<file path="config.mk">
export PLATFORM = sky130hd
export DESIGN_NAME = pci_conf_scan_ctrl
export DESIGN_NICKNAME = d
export VERILOG_FILES = /design/src/rtl/pci_conf_scan_ctrl.sv
export SDC_FILE = /design/constraint.sdc
export NUM_CORES = 1
export LEC_CHECK = 0
export BUFFER_PORTS_ARGS = -buffer_cell sky130_fd_sc_hd__clkbuf_2
export CORE_ASPECT_RATIO = 0.6
export CORE_MARGIN = 2
export CORE_UTILIZATION = 50
export CTS_CLUSTER_SIZE = 25
export DETAILED_ROUTE_END_ITERATION = 16
export HOLD_SLACK_MARGIN = 0.05
export PLACE_DENSITY = 0.83
export SYNTH_ARGS = -nofsm -noshare
export SYNTH_HDL_FRONTEND = slang
export SYNTH_SLANG_ARGS = --single-unit
</file>
<file path="constraint.sdc">
create_clock -name wb_clk_in -period 3 [get_ports wb_clk_in]
set_input_delay 0.15 -clock wb_clk_in [delete_from_list [all_inputs] [get_ports wb_clk_in]]
set_output_delay 0.15 -clock wb_clk_in [all_outputs]
set_load 0.005 [all_outputs]
</file>
<file path="src/rtl/pci_conf_scan_ctrl.sv">
// pci_conf_scan_ctrl: walks the device numbers of one PCI bus. For each device it issues
// a single configuration read and records which devices return a valid Vendor ID.
// Bus 0 gets Type 0 addresses (devices 0..20); every other bus gets Type 1 addresses
// (devices 0..31).
//
// Ports:
//   wb_clk_in        clock
//   reset_in         synchronous, active-high reset
//   scan_start_in    single-cycle scan command; honoured only when idle
//   bus_num_in       bus to scan; latched when a scan is accepted
//   cfg_req_out      configuration read request; held until a response or timeout
//   cfg_addr_out     configuration-cycle address; zero while no request is pending
//   cfg_ack_in       read completed; cfg_rdata_in is valid in the same cycle
//   cfg_abort_in     master abort; takes priority over cfg_ack_in
//   cfg_rdata_in     read data; only bits [15:0] (Vendor ID) are used
//   busy_out         scan in progress
//   done_out         one-cycle pulse when a scan ends
//   dev_present_out  bit d set when device d responded with a valid Vendor ID
//   present_cnt_out  number of devices found
module pci_conf_scan_ctrl #(
    parameter logic [5:0]  REG_OFFSET = 6'd0,
    parameter int unsigned TIMEOUT    = 16
) (
    input  logic        wb_clk_in,
    input  logic        reset_in,
    input  logic        scan_start_in,
    input  logic [7:0]  bus_num_in,
    output logic        cfg_req_out,
    output logic [31:0] cfg_addr_out,
    input  logic        cfg_ack_in,
    input  logic        cfg_abort_in,
    input  logic [31:0] cfg_rdata_in,
    output logic        busy_out,
    output logic        done_out,
    output logic [31:0] dev_present_out,
    output logic [5:0]  present_cnt_out
);

    typedef enum logic [2:0] {StIdle, StIssue, StWait, StNext, StDone} state_e;

    // The ISSUE cycle already has cfg_req_out high, so the WAIT phase gives up after
    // TIMEOUT-1 cycles; the request is then high for exactly TIMEOUT cycles.
    localparam logic [7:0] TmoLast = 8'(TIMEOUT - 2);

    state_e      state_q, state_d;
    logic [7:0]  bus_q, bus_d;
    logic [4:0]  dev_q, dev_d;
    logic [7:0]  tmo_q, tmo_d;
    logic [31:0] present_q, present_d;
    logic [5:0]  cnt_q, cnt_d;

    logic [4:0]  dev_last;
    logic [31:0] addr;
    logic        unused_rdata;

    assign unused_rdata = ^cfg_rdata_in[31:16];

    // Bus 0 only decodes IDSEL for devices 0..20.
    assign dev_last = (bus_q == 8'd0) ? 5'd20 : 5'd31;

    always_comb begin
        if (bus_q == 8'd0) begin
            addr = {16'h0000, dev_q, 3'b000, REG_OFFSET, 2'b00};
        end else begin
            addr = {8'h00, bus_q, dev_q, 3'b000, REG_OFFSET, 2'b01};
        end
    end

    always_ff @(posedge wb_clk_in) begin
        if (reset_in) begin
            state_q   <= StIdle;
            bus_q     <= 8'd0;
            dev_q     <= 5'd0;
            tmo_q     <= 8'd0;
            present_q <= 32'd0;
            cnt_q     <= 6'd0;
        end else begin
            state_q   <= state_d;
            bus_q     <= bus_d;
            dev_q     <= dev_d;
            tmo_q     <= tmo_d;
            present_q <= present_d;
            cnt_q     <= cnt_d;
        end
    end

    always_comb begin
        state_d   = state_q;
        bus_d     = bus_q;
        dev_d     = dev_q;
        tmo_d     = tmo_q;
        present_d = present_q;
        cnt_d     = cnt_q;

        unique case (state_q)
            StIdle: begin
                if (scan_start_in) begin
                    bus_d     = bus_num_in;
                    present_d = 32'd0;
                    cnt_d     = 6'd0;
                    dev_d     = 5'd0;
                    state_d   = StIssue;
                end
            end
            StIssue: begin
                tmo_d   = 8'd0;
                state_d = StWait;
            end
            StWait: begin
                if (cfg_abort_in) begin
                    state_d = StNext;
                end else if (cfg_ack_in) begin
                    // All-ones Vendor ID means nothing answered the read.
                    if (cfg_rdata_in[15:0] != 16'hFFFF) begin
                        present_d[dev_q] = 1'b1;
                        cnt_d            = cnt_q + 6'd1;
                    end
                    state_d = StNext;
                end else if (tmo_q == TmoLast) begin
                    state_d = StNext;
                end else begin
                    tmo_d = tmo_q + 8'd1;
                end
            end
            StNext: begin
                // Compare before incrementing so device 31 never wraps to 0.
                if (dev_q == dev_last) begin
                    state_d = StDone;
                end else begin
                    dev_d   = dev_q + 5'd1;
                    state_d = StIssue;
                end
            end
            StDone: begin
                state_d = StIdle;
            end
            default: begin
                state_d = StIdle;
            end
        endcase
    end

    assign cfg_req_out     = (state_q == StIssue) || (state_q == StWait);
    assign cfg_addr_out    = cfg_req_out ? addr : 32'd0;
    assign busy_out        = (state_q == StIssue) || (state_q == StWait) || (state_q == StNext);
    assign done_out        = (state_q == StDone);
    assign dev_present_out = present_q;
    assign present_cnt_out = cnt_q;

endmodule

</file>
* Word level (Yosys, flattened, before mapping) *
Cells that the tools add are included.

word-level totals
  input bits = 45
  register bits after elaboration = 62
  word-level logic and storage cells = 68

cells by class
  muxes and demuxes = 28
  reductions and logical operators = 13
  eq/ne operators = 15
  bitwise operators = 1
  $lt $le $gt $ge = 2
  $add $sub $neg = 3

operator list
  kind                                                                    number
  32-bit 2-to-1 mux                                                       5
  32-bit one-hot mux with 2 select lines                                  1
  32-bit OR                                                               1
  24-bit 2-to-1 mux                                                       1
  6-bit 2-to-1 mux                                                        4
  8-bit 2-to-1 mux                                                        3
  16-bit inequality test (second input constant)                          1
  8-bit one-hot mux with 2 select lines                                   1
  3-bit 2-to-1 mux                                                        5
  2-bit inequality test (second input constant)                           7
  3-bit one-hot mux with 4 select lines                                   1
  6-bit one-hot mux with 2 select lines                                   1
  5-bit 2-to-1 mux                                                        2
  5-bit one-hot mux with 2 select lines                                   1
  8-bit by 1-bit adder with 8-bit output (second input constant)          1
  8-bit by 4-bit equality test with 1-bit output (second input constant)  1
  8-bit logical NOT                                                       1
  6-bit by 1-bit adder with 6-bit output (second input constant)          1
  3-bit by 2-bit equality test with 1-bit output (second input constant)  2
  5-bit by 6-bit < comparator with 1-bit output (second input constant)   1
  2-bit nonzero test                                                      3
  5-bit by 1-bit adder with 5-bit output (second input constant)          1
  1-bit demux with 5-bit select                                           1
  5-bit equality test                                                     1
  13 further kinds                                                        15

* Logic depth before layout (Yosys ltp) *
Gate-level depths: netlist (run 1).

  depth after elaboration = 9
  depth in mapped cells = 7
  depth with buffers taken out = 6

* Worst setup path after synthesis (run 1) *
OpenSTA, ideal clock, no wires.

  path kind = reg-to-reg
  from = register state_q[1]
  to = register present_q[29] (netlist: dev_present_out[29])
  setup slack = 1.190 ns
  path buffers = 1
  period minus slack after synthesis = 1.810 ns
  data required time = 2.885 ns
  stages on the path, launching flop included = 7
  setup time = 0.115 ns
  arrival = 1.695 ns
  path through = dfxtp_1 > buf_2 > or3b_1 > or3_1 > nor3_4 > nor4_1 > o21a_1

on the way
  longest elaborated chain between the ends = 3
  elaborated cells on any way between the ends = 9
  those cells by class = eq/ne (5); mux (1); reduce/logical (3)

ends and longest elaborated chain
  element                                                                                     line  source
  start, declared                                                                             45    state_e state_q, state_d;
  start signal, assigned                                                                      71    state_q <= StIdle;
  start signal, assigned                                                                      78    state_q <= state_d;
  3-bit by 2-bit equality test with 1-bit output / 3-bit logical NOT (equally long branches)  95    unique case (state_q)
  2-bit inequality test (no line) / 2-bit nonzero test (equally long branches)                -
  5-bit AND reduction (no line)                                                               -
  end signal, assigned                                                                        82    present_q <= present_d;
  end, declared                                                                               49    logic [31:0] present_q, present_d;

Parallel ways exist; a longest one is shown, timed or not.
A chain may end at the register's enable or synchronous reset.

* Worst setup path in the final report (run 1) *
  from = register state_q[0]
  to = register present_q[3] (netlist: dev_present_out[3])

The elaborated chain is that of the path after synthesis.

==> flow_metrics.env, run 1 <==
export IMPL_synthesis_area_um2=2870
export IMPL_track_usage_pct=23.1
export IMPL_hold_path_class="in2reg"
export IMPL_grt_max_degree=35
export IMPL_hp_start="reset_in"
export IMPL_final_cell_mix="83 x clkbuf_2, 62 x dfxtp_1, 34 x nand2_1, 28 x a22o_1, 18 x conb_1"
export IMPL_reg2reg_to="dev_present_out[3]"
export IMPL_path_class="reg2reg"
export IMPL_dp_hpwl_um=5130
export IMPL_stdcell_area_um2=3630
export IMPL_cts_reportedPaths_clkPinSlew_ns=0.07
export IMPL_cts_tree="done"
export IMPL_firstDrtPassIters=5
export IMPL_cts_root_buf="clkbuf_8"
export IMPL_finalPower_mw=2.01
export IMPL_synth_top_flop_cell="dfxtp_1"
export IMPL_finalHoldViolations=0
export IMPL_diodes=0
export IMPL_tns_ns=0
export IMPL_synth_edf_count=0
export IMPL_fin_crit_sh_pct=73.5
export IMPL_wl_um=7210
export IMPL_yosysWarningCount=0
export IMPL_fin_worst_skew_ns=0.00934
export IMPL_layoutNonFillerInstCount=497
export IMPL_min_path_cells=2
export IMPL_crit_reg2reg_launch="state_q[0]"
export IMPL_viasPerCell=5.40
export IMPL_ctsResizeCount=0
export IMPL_clk_path_buf_depth=2
export IMPL_die_width_um=102
export IMPL_place_inst=473
export IMPL_rsz0062_at_grt="false"
export IMPL_rows=21
export IMPL_final_core_util_pct=65.2
export IMPL_synthCells=317
export IMPL_core_um2=5570
export IMPL_io_pins=118
export IMPL_worst_endpoint_required_ns=3.28
export IMPL_critPathLaunchType="flip-flop"
export IMPL_placedInstanceArea_um2=3320
export IMPL_maxSlewHeadroom_pct=44.9
export IMPL_first_iter_violations=108
export IMPL_finalCriticalPeriod_ns=2.20
export IMPL_peakVddDrop_mv=0.319
export IMPL_routedWlPerCell_um=14.5
export IMPL_crit_fanout=11
export IMPL_nets=464
export IMPL_r2r_slack_ns=0.80
export IMPL_end_kind="flip-flop"
export IMPL_htree_levels=3
export IMPL_grt_pass1_vias=2480
export IMPL_drcViolationCount=0
export IMPL_numCtsBuffers=9
export IMPL_syn_avg_cell_area_um2=9.06
export IMPL_fmax_mhz=454
export IMPL_hold_path_end="tmo_q[0]"
export IMPL_antenna_left=0
export IMPL_ys_ff_latch=62
export IMPL_p_leak_nw=1.59
export IMPL_initial_utilization_pct=51.5
export IMPL_gr_total_overflow=0
export IMPL_mostFrequentLayoutCell="clkbuf_2"
export IMPL_clk_latency_ns=0.34
export IMPL_gp_congestion=0.855
export IMPL_synthDistinctLibCells=49
export IMPL_drive_gt1_share_pct=28.3
export IMPL_finalSetupViolCount=0
export IMPL_syn2layout_area_growth_pct=26.4
export IMPL_worst_pin_slew_ns=0.820
export IMPL_slew_violations=0
export IMPL_critPathArrivalTime_ns=2.48
export IMPL_cts_sinks=62
export IMPL_p_per_area_nw_per_um2=554
export IMPL_synth_async_sr_flop_share_pct=0
export IMPL_grt_pass1_wl_um=11600
export IMPL_portBuffers=83
export IMPL_r2r_cells=5
export IMPL_vias=2682
export IMPL_die_area_um2=6390
export IMPL_grt_antenna_before_repair=0
export IMPL_status="complete, no violations"
export IMPL_die_h_um=62.7
export IMPL_cap_violations=0
export IMPL_ys_seq_area_share_pct=43.2
how the worst max path moves through the flow:
stage / start / end / cells past startpoint
6_report: state_q[0] / dev_present_out[3] / 5
4_1_cts: state_q[0] / dev_present_out[3] / 5
3_3_place_gp: state_q[0] / dev_present_out[23] / 5
2_1_floorplan: state_q[1] / dev_present_out[29] / 6
3_5_place_dp: state_q[0] / dev_present_out[19] / 5
5_1_grt: state_q[0] / dev_present_out[7] / 5
cell usage after synthesis, drive strengths merged, types with 3 or more instances:
library cell	instances	area (um^2)
nand3	10	50.1
dfxtp	62	1240
a22o	28	245
or3	6	37.5
and3	3	18.8
xor2	4	35.0
nor2	15	58.8
xnor2	4	35.0
nor4	11	68.8
buf	23	166
and2	13	81.3
o21ai	7	38.8
o21a	4	30.0
inv	8	30.0
ha	7	87.6
nand4	8	50.1
a21oi	17	88.8
nand2	34	128
clkbuf	11	41.3
nor3	16	91.3
power by group:
group | total [mW] | internal [mW] | switching (mW) | leakage (nW)
registers | 0.878 | 0.846 | 0.0318 | 0.501
logic | 0.295 | 0.112 | 0.182 | 0.974
clock network | 0.840 | 0.513 | 0.327 | 0.116
critical path, stage by stage, from the launching register on:
cell and delay, ns:
dfxtp_1 0.60, or3b_1 0.28, nor2_1 0.12, and2_1 0.21, nor3_1 0.69, a22o_1 0.24
cell families (layout without fill, tap and decap cells):
| family | count (synthesis) | in the layout | synth area share (%) |
|---|---|---|---|
| fa+ha+maj | 7 | 7 | 3.05 |
| flops | 62 | 62 | 43.2 |
| buf+inv | 42 | 125 | 8.28 |
| compound gates | 71 | 71 | 19.2 |
| other cells | 1 | 18 | 0.131 |
| xor+xnor | 8 | 8 | 2.44 |
| simple gates | 124 | 124 | 23.0 |
| mux | 2 | 2 | 0.697 |
metrics by stage:
stage / setup WS, ns / hold slack [ns]
5_1_grt: 0.666 / 0.258
3_3_place_gp: 0.908 / 0.376
3_5_place_dp: 0.829 / 0.379
6_report: 0.796 / 0.265
4_1_cts: 0.789 / 0.244
2_1_floorplan: 1.19 / 0.286
what timing repair did:
item | in CTS | in global routing
endpoints found under the hold margin | 8 | 0
setup buffers | 0 | 0
hold buffers | 8 | 0
setup endpoints to repair | 0 | 0
per-layer routing:
metal / GRT usage, % / vias to the layer above / share of wire, %
li1: - / 1310 / -
met2: 35.1 / 84 / 45
met3: 7.49 / 11 / 6.2
met5: 0 / - / 0
met4: 7.33 / 0 / 1.2
met1: 31.1 / 1277 / 48
sequential cells by signal, summed over array words and instances (netlist names):
name and flops:
present_cnt_out 6, dev_present_out 32, dev_q 5, bus_q 8, state_q 3, tmo_q 8
final cells by class:
type,instances,area [um^2]
Timing Repair Buffer,101,571
Sequential cell,62,1240
Clock inverter,5,81.3
Fill cell,498,1940
Tap cell,80,100
Clock buffer,11,151
Inverter,8,30.0
Multi-Input combinational cell,230,1460
Note: power is estimated with default switching activity, not from simulation.
==> inputs of run 2 (changes only) <==
--- a/config.mk
+++ b/config.mk
@@ -5,14 +5,15 @@
 export SDC_FILE = /design/constraint.sdc
 export NUM_CORES = 1
 export LEC_CHECK = 0
+export ABC_AREA = 1
 export BUFFER_PORTS_ARGS = -buffer_cell sky130_fd_sc_hd__clkbuf_2
 export CORE_ASPECT_RATIO = 0.6
 export CORE_MARGIN = 2
-export CORE_UTILIZATION = 50
+export CORE_UTILIZATION = 45
 export CTS_CLUSTER_SIZE = 25
 export DETAILED_ROUTE_END_ITERATION = 16
 export HOLD_SLACK_MARGIN = 0.05
-export PLACE_DENSITY = 0.83
+export PLACE_DENSITY = 0.77
 export SYNTH_ARGS = -nofsm -noshare
 export SYNTH_HDL_FRONTEND = slang
 export SYNTH_SLANG_ARGS = --single-unit
==> constraint.sdc (replaced) <==
create_clock -name wb_clk_in -period 2 [get_ports wb_clk_in]
set_input_delay 0.1 -clock wb_clk_in [delete_from_list [all_inputs] [get_ports wb_clk_in]]
set_output_delay 0.1 -clock wb_clk_in [all_outputs]
set_load 0.005 [all_outputs]
==> run 2 against run 1 <==
Compared with the run above:
- critical path depth rose by 2
- register-to-register slack worse by 0.54 ns
- worst hold slack got worse by 0.21 ns
- global-route usage fell by 1.9 points
- worst setup slack got worse by 0.72 ns
- die area grew 21%
- clock power rose by 100%
- synthesized cell count rose by 48%
- sequential power is 51% higher
- core utilization decreased by 7.1 points
- first-iteration DRC count is 30% higher
==> flow_metrics.env, run 2 <==
export IMPL_grt_max_degree=31
export IMPL_viasPerCell=4.84
export IMPL_mostFrequentLayoutCell="clkbuf_2"
export IMPL_syn2layout_area_growth_pct=24.1
export IMPL_synth_area_leaders="dfxtp_1 39%, nand2_1 9.6%, a21oi_1 9.2%"
export IMPL_grt_pass1_vias=2816
export IMPL_crit_chain="inv_2 -> nand3_2 -> buf_4 -> nand2_2 -> clkinvlp_4 -> nor2_1 -> clkbuf_2"
export IMPL_gp_congestion=0.888
export IMPL_peakVddDrop_mv=0.447
export IMPL_critPathLaunchType="flip-flop"
export IMPL_finalSetupViolCount=0
export IMPL_path_class="reg2out"
export IMPL_first_iter_violations=140
export IMPL_die_width_um=112
export IMPL_synthesis_area_um2=3150
export IMPL_critPathArrivalTime_ns=1.83
export IMPL_hold_path_end="bus_q[2]"
export IMPL_fin_crit_sh_pct=96.4
export IMPL_synthCells=469
export IMPL_fin_worst_skew_ns=0.00737
export IMPL_wl_um=7890
export IMPL_max_stage_delay_ns=0.36
export IMPL_end_kind="primary output"
export IMPL_slowest_stage="dfxtp_1"
export IMPL_io_pins=118
export IMPL_r2r_cells=8
export IMPL_final_cell_mix="83 x clkbuf_2, 80 x nand2_1, 76 x nor2_1, 69 x inv_1, 62 x dfxtp_1"
export IMPL_crit_family="buffers and inverters"
export IMPL_rsz0062_at_grt="true"
export IMPL_cap_violations=0
export IMPL_synth_edf_count=0
export IMPL_ys_ff_latch=62
export IMPL_rows=23
export IMPL_hold_ws_ns=0.0541
export IMPL_min_path_cells=3
export IMPL_final_core_util_pct=58.1
export IMPL_clk_path_buf_depth=2
export IMPL_hp_start="bus_num_in[2]"
export IMPL_initial_utilization_pct=46.8
export IMPL_ys_seq_area_share_pct=39.4
export IMPL_maxSlewHeadroom_pct=64.7
export IMPL_routedWlPerCell_um=12.2
export IMPL_drive_gt1_share_pct=21.5
export IMPL_hold_path_class="in2reg"
export IMPL_drcViolationCount=0
export IMPL_synthDistinctLibCells=28
export IMPL_vias=3125
export IMPL_firstDrtPassIters=4
export IMPL_htree_levels=3
export IMPL_numCtsBuffers=9
export IMPL_synthMostInstantiatedCell="nand2_1"
export IMPL_core_um2=6730
export IMPL_cts_sinks=62
export IMPL_antenna_left=0
export IMPL_crit_reg2reg_launch="state_q[2]"
export IMPL_cts_tree="done"
export IMPL_yosysWarningCount=0
export IMPL_r2r_slack_ns=0.26
export IMPL_p_leak_nw=1.71
export IMPL_synth_common_cells="81 x nand2_1, 77 x nor2_1, 70 x inv_1"
export IMPL_finalHoldViolations=0
export IMPL_dp_hpwl_um=5780
export IMPL_p_per_area_nw_per_um2=899
export IMPL_finalCriticalPeriod_ns=1.93
export IMPL_track_usage_pct=21.2
export IMPL_status="complete, no violations"
export IMPL_crit_fanout=11
export IMPL_largest_register_ff_count=32
export IMPL_nets=606
export IMPL_worst_endpoint_required_ns=1.90
export IMPL_pre_cts_slack_ns=0.292
export IMPL_cts_root_buf="clkbuf_16"
export IMPL_grt_antenna_before_repair=0
export IMPL_portBuffers=83
export IMPL_syn_avg_cell_area_um2=6.72
export IMPL_synth_top_flop_cell="dfxtp_1"
export IMPL_die_h_um=68.8
export IMPL_crit_buf_inv=4
export IMPL_cts_reportedPaths_clkPinSlew_ns=0.05
export IMPL_placedInstanceArea_um2=3570
export IMPL_gr_total_overflow=0
export IMPL_grt_pass1_wl_um=13000
export IMPL_diodes=0
export IMPL_clk_latency_ns=0.33
export IMPL_cts_setup_buffers=0
export IMPL_reg2reg_to="present_cnt_out[1]"
export IMPL_die_area_um2=7710
export IMPL_tns_ns=0
export IMPL_slew_violations=0
export IMPL_synth_top_area_cell="dfxtp_1"
export IMPL_setup_slack_ns=0.0712
export IMPL_synth_async_sr_flop_share_pct=0
export IMPL_synth_top_area_share_pct=39.4
export IMPL_stdcell_area_um2=3910
export IMPL_worst_pin_slew_ns=0.527
export IMPL_fmax_mhz=518
-- run 2: changes by cell type in the layout (fill, tap and decap cells not counted), moves of 11 or more --
cell	before	now
nand3_1	10	28
a22o_1	28	0
nor2_1	14	76
and2_1	13	0
inv_1	8	69
a21oi_1	16	58
nor4_1	11	0
nand2_1	34	80
-- run 2: worst max path at each step --
stage,from,end,slack (ns),cells past startpoint
2_1_floorplan,state_q[2],present_cnt_out[1],0.60,10
3_3_place_gp,state_q[2],present_cnt_out[1],0.33,8
3_5_place_dp,state_q[2],present_cnt_out[1],0.29,8
4_1_cts,state_q[2],cfg_addr_out[15],0.05,7
5_1_grt,state_q[2],cfg_addr_out[15],-0.01,7
6_report,state_q[2],cfg_addr_out[15],0.07,7
-- run 2: power breakdown --
group          internal, mW  switching, mW
registers              1.29         0.0445
clock network          1.15          0.539
logic                 0.156          0.346
-- run 2: through the flow --
step	instances	power (mW)
2_1_floorplan	486	1.71
3_3_place_gp	629	1.82
3_5_place_dp	629	1.83
4_1_cts	644	3.52
5_1_grt	645	3.68
6_report	645	3.52
-- run 2: per-layer routing --
metal | global-route usage, % | wire length, um | vias up
met4 | 7.01 | 68 | 0
met2 | 33.3 | 3320 | 121
li1 | - | - | 1602
met3 | 6.38 | 640 | 9
met1 | 28.3 | 3850 | 1393
met5 | 0 | 0 | -
-- run 2: cell type report --
cell class | instances | area (um^2)
Inverter | 75 | 285
Clock inverter | 4 | 70.1
Multi-Input combinational cell | 317 | 1490
Sequential cell | 62 | 1240
Timing Repair Buffer | 88 | 453
Tap cell | 87 | 109
Clock buffer | 11 | 253
Timing Repair inverter | 1 | 7.51
Fill cell | 663 | 2820
-- run 2: kinds of logic (layout without fill, tap and decap cells) --
| group | after synthesis | after routing | synth area share [%] |
|---|---|---|---|
| compound gates | 78 | 78 | 12.7 |
| other cells | 1 | 18 | 0.119 |
| flops | 62 | 62 | 39.4 |
| simple gates | 207 | 207 | 27.7 |
| fa+ha+maj | 7 | 7 | 2.78 |
| buf+inv | 107 | 179 | 15.4 |
| xor+xnor | 7 | 7 | 1.95 |
-- run 2: worst min-delay path, cell delays in order --
cell and delay [ns]:
clkbuf_2 0.07, o21ai_0 0.07, a21oi_1 0.10
-- run 2: timing repair --
item / in CTS / in global routing
resized for setup: 0 / 4
hold buffers: 0 / 0
endpoints found under the setup margin: 0 / 14
==> inputs of run 3 (changes only) <==
--- a/config.mk
+++ b/config.mk
@@ -9,11 +9,12 @@
 export BUFFER_PORTS_ARGS = -buffer_cell sky130_fd_sc_hd__clkbuf_2
 export CORE_ASPECT_RATIO = 0.6
 export CORE_MARGIN = 2
-export CORE_UTILIZATION = 45
+export CORE_UTILIZATION = 46
+export CTS_BUF_LIST = sky130_fd_sc_hd__clkbuf_2 sky130_fd_sc_hd__clkbuf_4 sky130_fd_sc_hd__clkbuf_8
 export CTS_CLUSTER_SIZE = 25
 export DETAILED_ROUTE_END_ITERATION = 16
 export HOLD_SLACK_MARGIN = 0.05
-export PLACE_DENSITY = 0.77
+export PLACE_DENSITY = 0.78
 export SYNTH_ARGS = -nofsm -noshare
 export SYNTH_HDL_FRONTEND = slang
 export SYNTH_SLANG_ARGS = --single-unit
==> run 3 against run 2 <==
Compared with the run above:
- first-iteration DRC count up 12%
- count of clock-buffer cells in the layout rose by 1
- routed wire length fell by 5.8%
- critical path type unchanged
- highest routed layer unchanged
==> flow_metrics.env, run 3 (synthesized netlist as in run 2, its figures left out) <==
export IMPL_multi_input_area_um2=1490
export IMPL_max_stage_delay_ns=0.40
export IMPL_numCtsBuffers=9
export IMPL_vias=3114
export IMPL_htree_levels=3
export IMPL_syn2layout_area_growth_pct=21.6
export IMPL_p_per_area_nw_per_um2=783
export IMPL_finalCriticalPeriod_ns=1.80
export IMPL_grt_pass1_vias=2802
export IMPL_io_pins=118
export IMPL_critPathArrivalTime_ns=1.70
export IMPL_die_width_um=111
export IMPL_first_iter_violations=157
export IMPL_routedWlPerCell_um=11.5
export IMPL_largest_register_ff_count=32
export IMPL_cts_sinks=62
export IMPL_portBuffers=83
export IMPL_crit_buf_inv=3
export IMPL_path_class="reg2out"
export IMPL_wl_um=7430
export IMPL_nets=608
export IMPL_finalHoldViolations=0
export IMPL_regArea_um2=1240
export IMPL_clk_path_buf_depth=2
export IMPL_viasPerCell=4.81
export IMPL_cts_reportedPaths_clkPinSlew_ns=0.07
export IMPL_peakVddDrop_mv=0.294
export IMPL_grt_antenna_before_repair=0
export IMPL_worst_endpoint_required_ns=1.90
export IMPL_grt_pass1_wl_um=12400
export IMPL_initial_utilization_pct=47.4
export IMPL_track_usage_pct=20.8
export IMPL_crit_chain="inv_2 -> nand3_2 -> nand2_1 -> inv_1 -> nor2_1 -> clkbuf_2"
export IMPL_hold_path_class="in2reg"
export IMPL_clk_latency_ns=0.35
export IMPL_core_um2=6650
export IMPL_fin_worst_skew_ns=0.0121
export IMPL_crit_fanout=15
export IMPL_rows=23
export IMPL_layoutNonFillerInstCount=648
export IMPL_finalSetupViolCount=0
export IMPL_finalPower_mw=3.00
export IMPL_cts_tree="done"
export IMPL_end_kind="primary output"
export IMPL_gp_congestion=0.888
export IMPL_mostFrequentLayoutCell="clkbuf_2"
export IMPL_fin_crit_sh_pct=90.2
export IMPL_crit_family="buffers and inverters"
export IMPL_die_h_um=68.1
export IMPL_stdcell_area_um2=3830
export IMPL_die_area_um2=7550
export IMPL_drive_gt1_share_pct=21.0
export IMPL_diodes=0
export IMPL_p_leak_nw=1.67
export IMPL_drcViolationCount=0
export IMPL_firstDrtPassIters=4
export IMPL_critPathLaunchType="flip-flop"
export IMPL_place_inst=630
export IMPL_nFillCells=614
export IMPL_gr_total_overflow=0
export IMPL_fmax_mhz=555
export IMPL_slowest_stage="dfxtp_1"
export IMPL_status="complete, no violations"
export IMPL_cts_root_buf="clkbuf_8"
export IMPL_rsz0062_at_grt="false"
export IMPL_final_core_util_pct=57.7
export IMPL_antenna_left=0
export IMPL_cap_violations=0
export IMPL_tns_ns=0
export IMPL_dp_hpwl_um=5580
export IMPL_final_cell_mix="83 x clkbuf_2, 81 x nand2_1, 77 x nor2_1, 70 x inv_1, 62 x dfxtp_1"
export IMPL_grt_max_degree=31
export IMPL_placedInstanceArea_um2=3590
export IMPL_slew_violations=0
## run 3: cell types whose count changed in the layout (fill, tap and decap cells not counted), sizes merged
| cell | before | now |
|---|---|---|
| dlygate4sd3 | 0 | 2 |
| clkbuf | 94 | 95 |
| bufinv | 2 | 1 |
| buf | 5 | 6 |
| clkinv | 3 | 2 |
| inv | 73 | 74 |
## run 3: repair_timing
action	4_1_cts	5_1_grt
resized for setup	0	0
hold buffers	2	0
hold endpoints to repair	2	0
setup buffers	0	0
## run 3: report_power, final
part / leakage (nW) / internal, mW / switching (mW)
Combinational: 1.07 / 0.170 / 0.334
Clock: 0.105 / 0.679 / 0.492
Sequential: 0.503 / 1.28 / 0.0418
## run 3: final cells by class
type	instances	area share, %
Multi-Input combinational cell	317	38.9
Sequential cell	62	32.4
Timing Repair Buffer	91	12.9
Inverter	75	7.35
Clock buffer	12	4.31
Tap cell	87	2.84
Clock inverter	4	1.40
## run 3: path summary, 6_finish.rpt
kind | from | to | slack [ns] | cells past startpoint
worst max-delay path | state_q[2] | cfg_addr_out[14] | 0.20 | 6
worst min-delay path | bus_num_in[0] | bus_q[0] | 0.05 | 3
worst max register to register | state_q[2] | tmo_q[3] | 0.33 | 8
worst min register to register | dev_present_out[16] | dev_present_out[16] | 0.45 | 2
## run 3: per-stage QoR
step	setup slack [ns]	hold slack (ns)
final	0.197	0.0495
after global routing	0.0120	0.0584
after CTS	0.173	0.0502
after detailed placement	0.351	0.398
after global placement	0.400	0.386
after floorplan	0.598	0.293
## run 3: worst register-to-register path, cell delays in order, from the launching register on
cell     delay, ns
dfxtp_1       0.35
inv_2         0.10
nand3_2       0.19
inv_2         0.17
o21ai_1       0.09
nand2_1       0.08
nand2_1       0.18
or2_2         0.32
a21oi_1       0.12
## run 3: per-layer routing
| layer | wire, um | vias to the layer above | GRT usage, % |
|---|---|---|---|
| met4 | 64 | 0 | 6.41 |
| met2 | 3080 | 100 | 32.7 |
| li1 | - | 1606 | - |
| met1 | 3730 | 1398 | 26.9 |
| met3 | 563 | 10 | 7.97 |
| met5 | 0 | - | 0 |
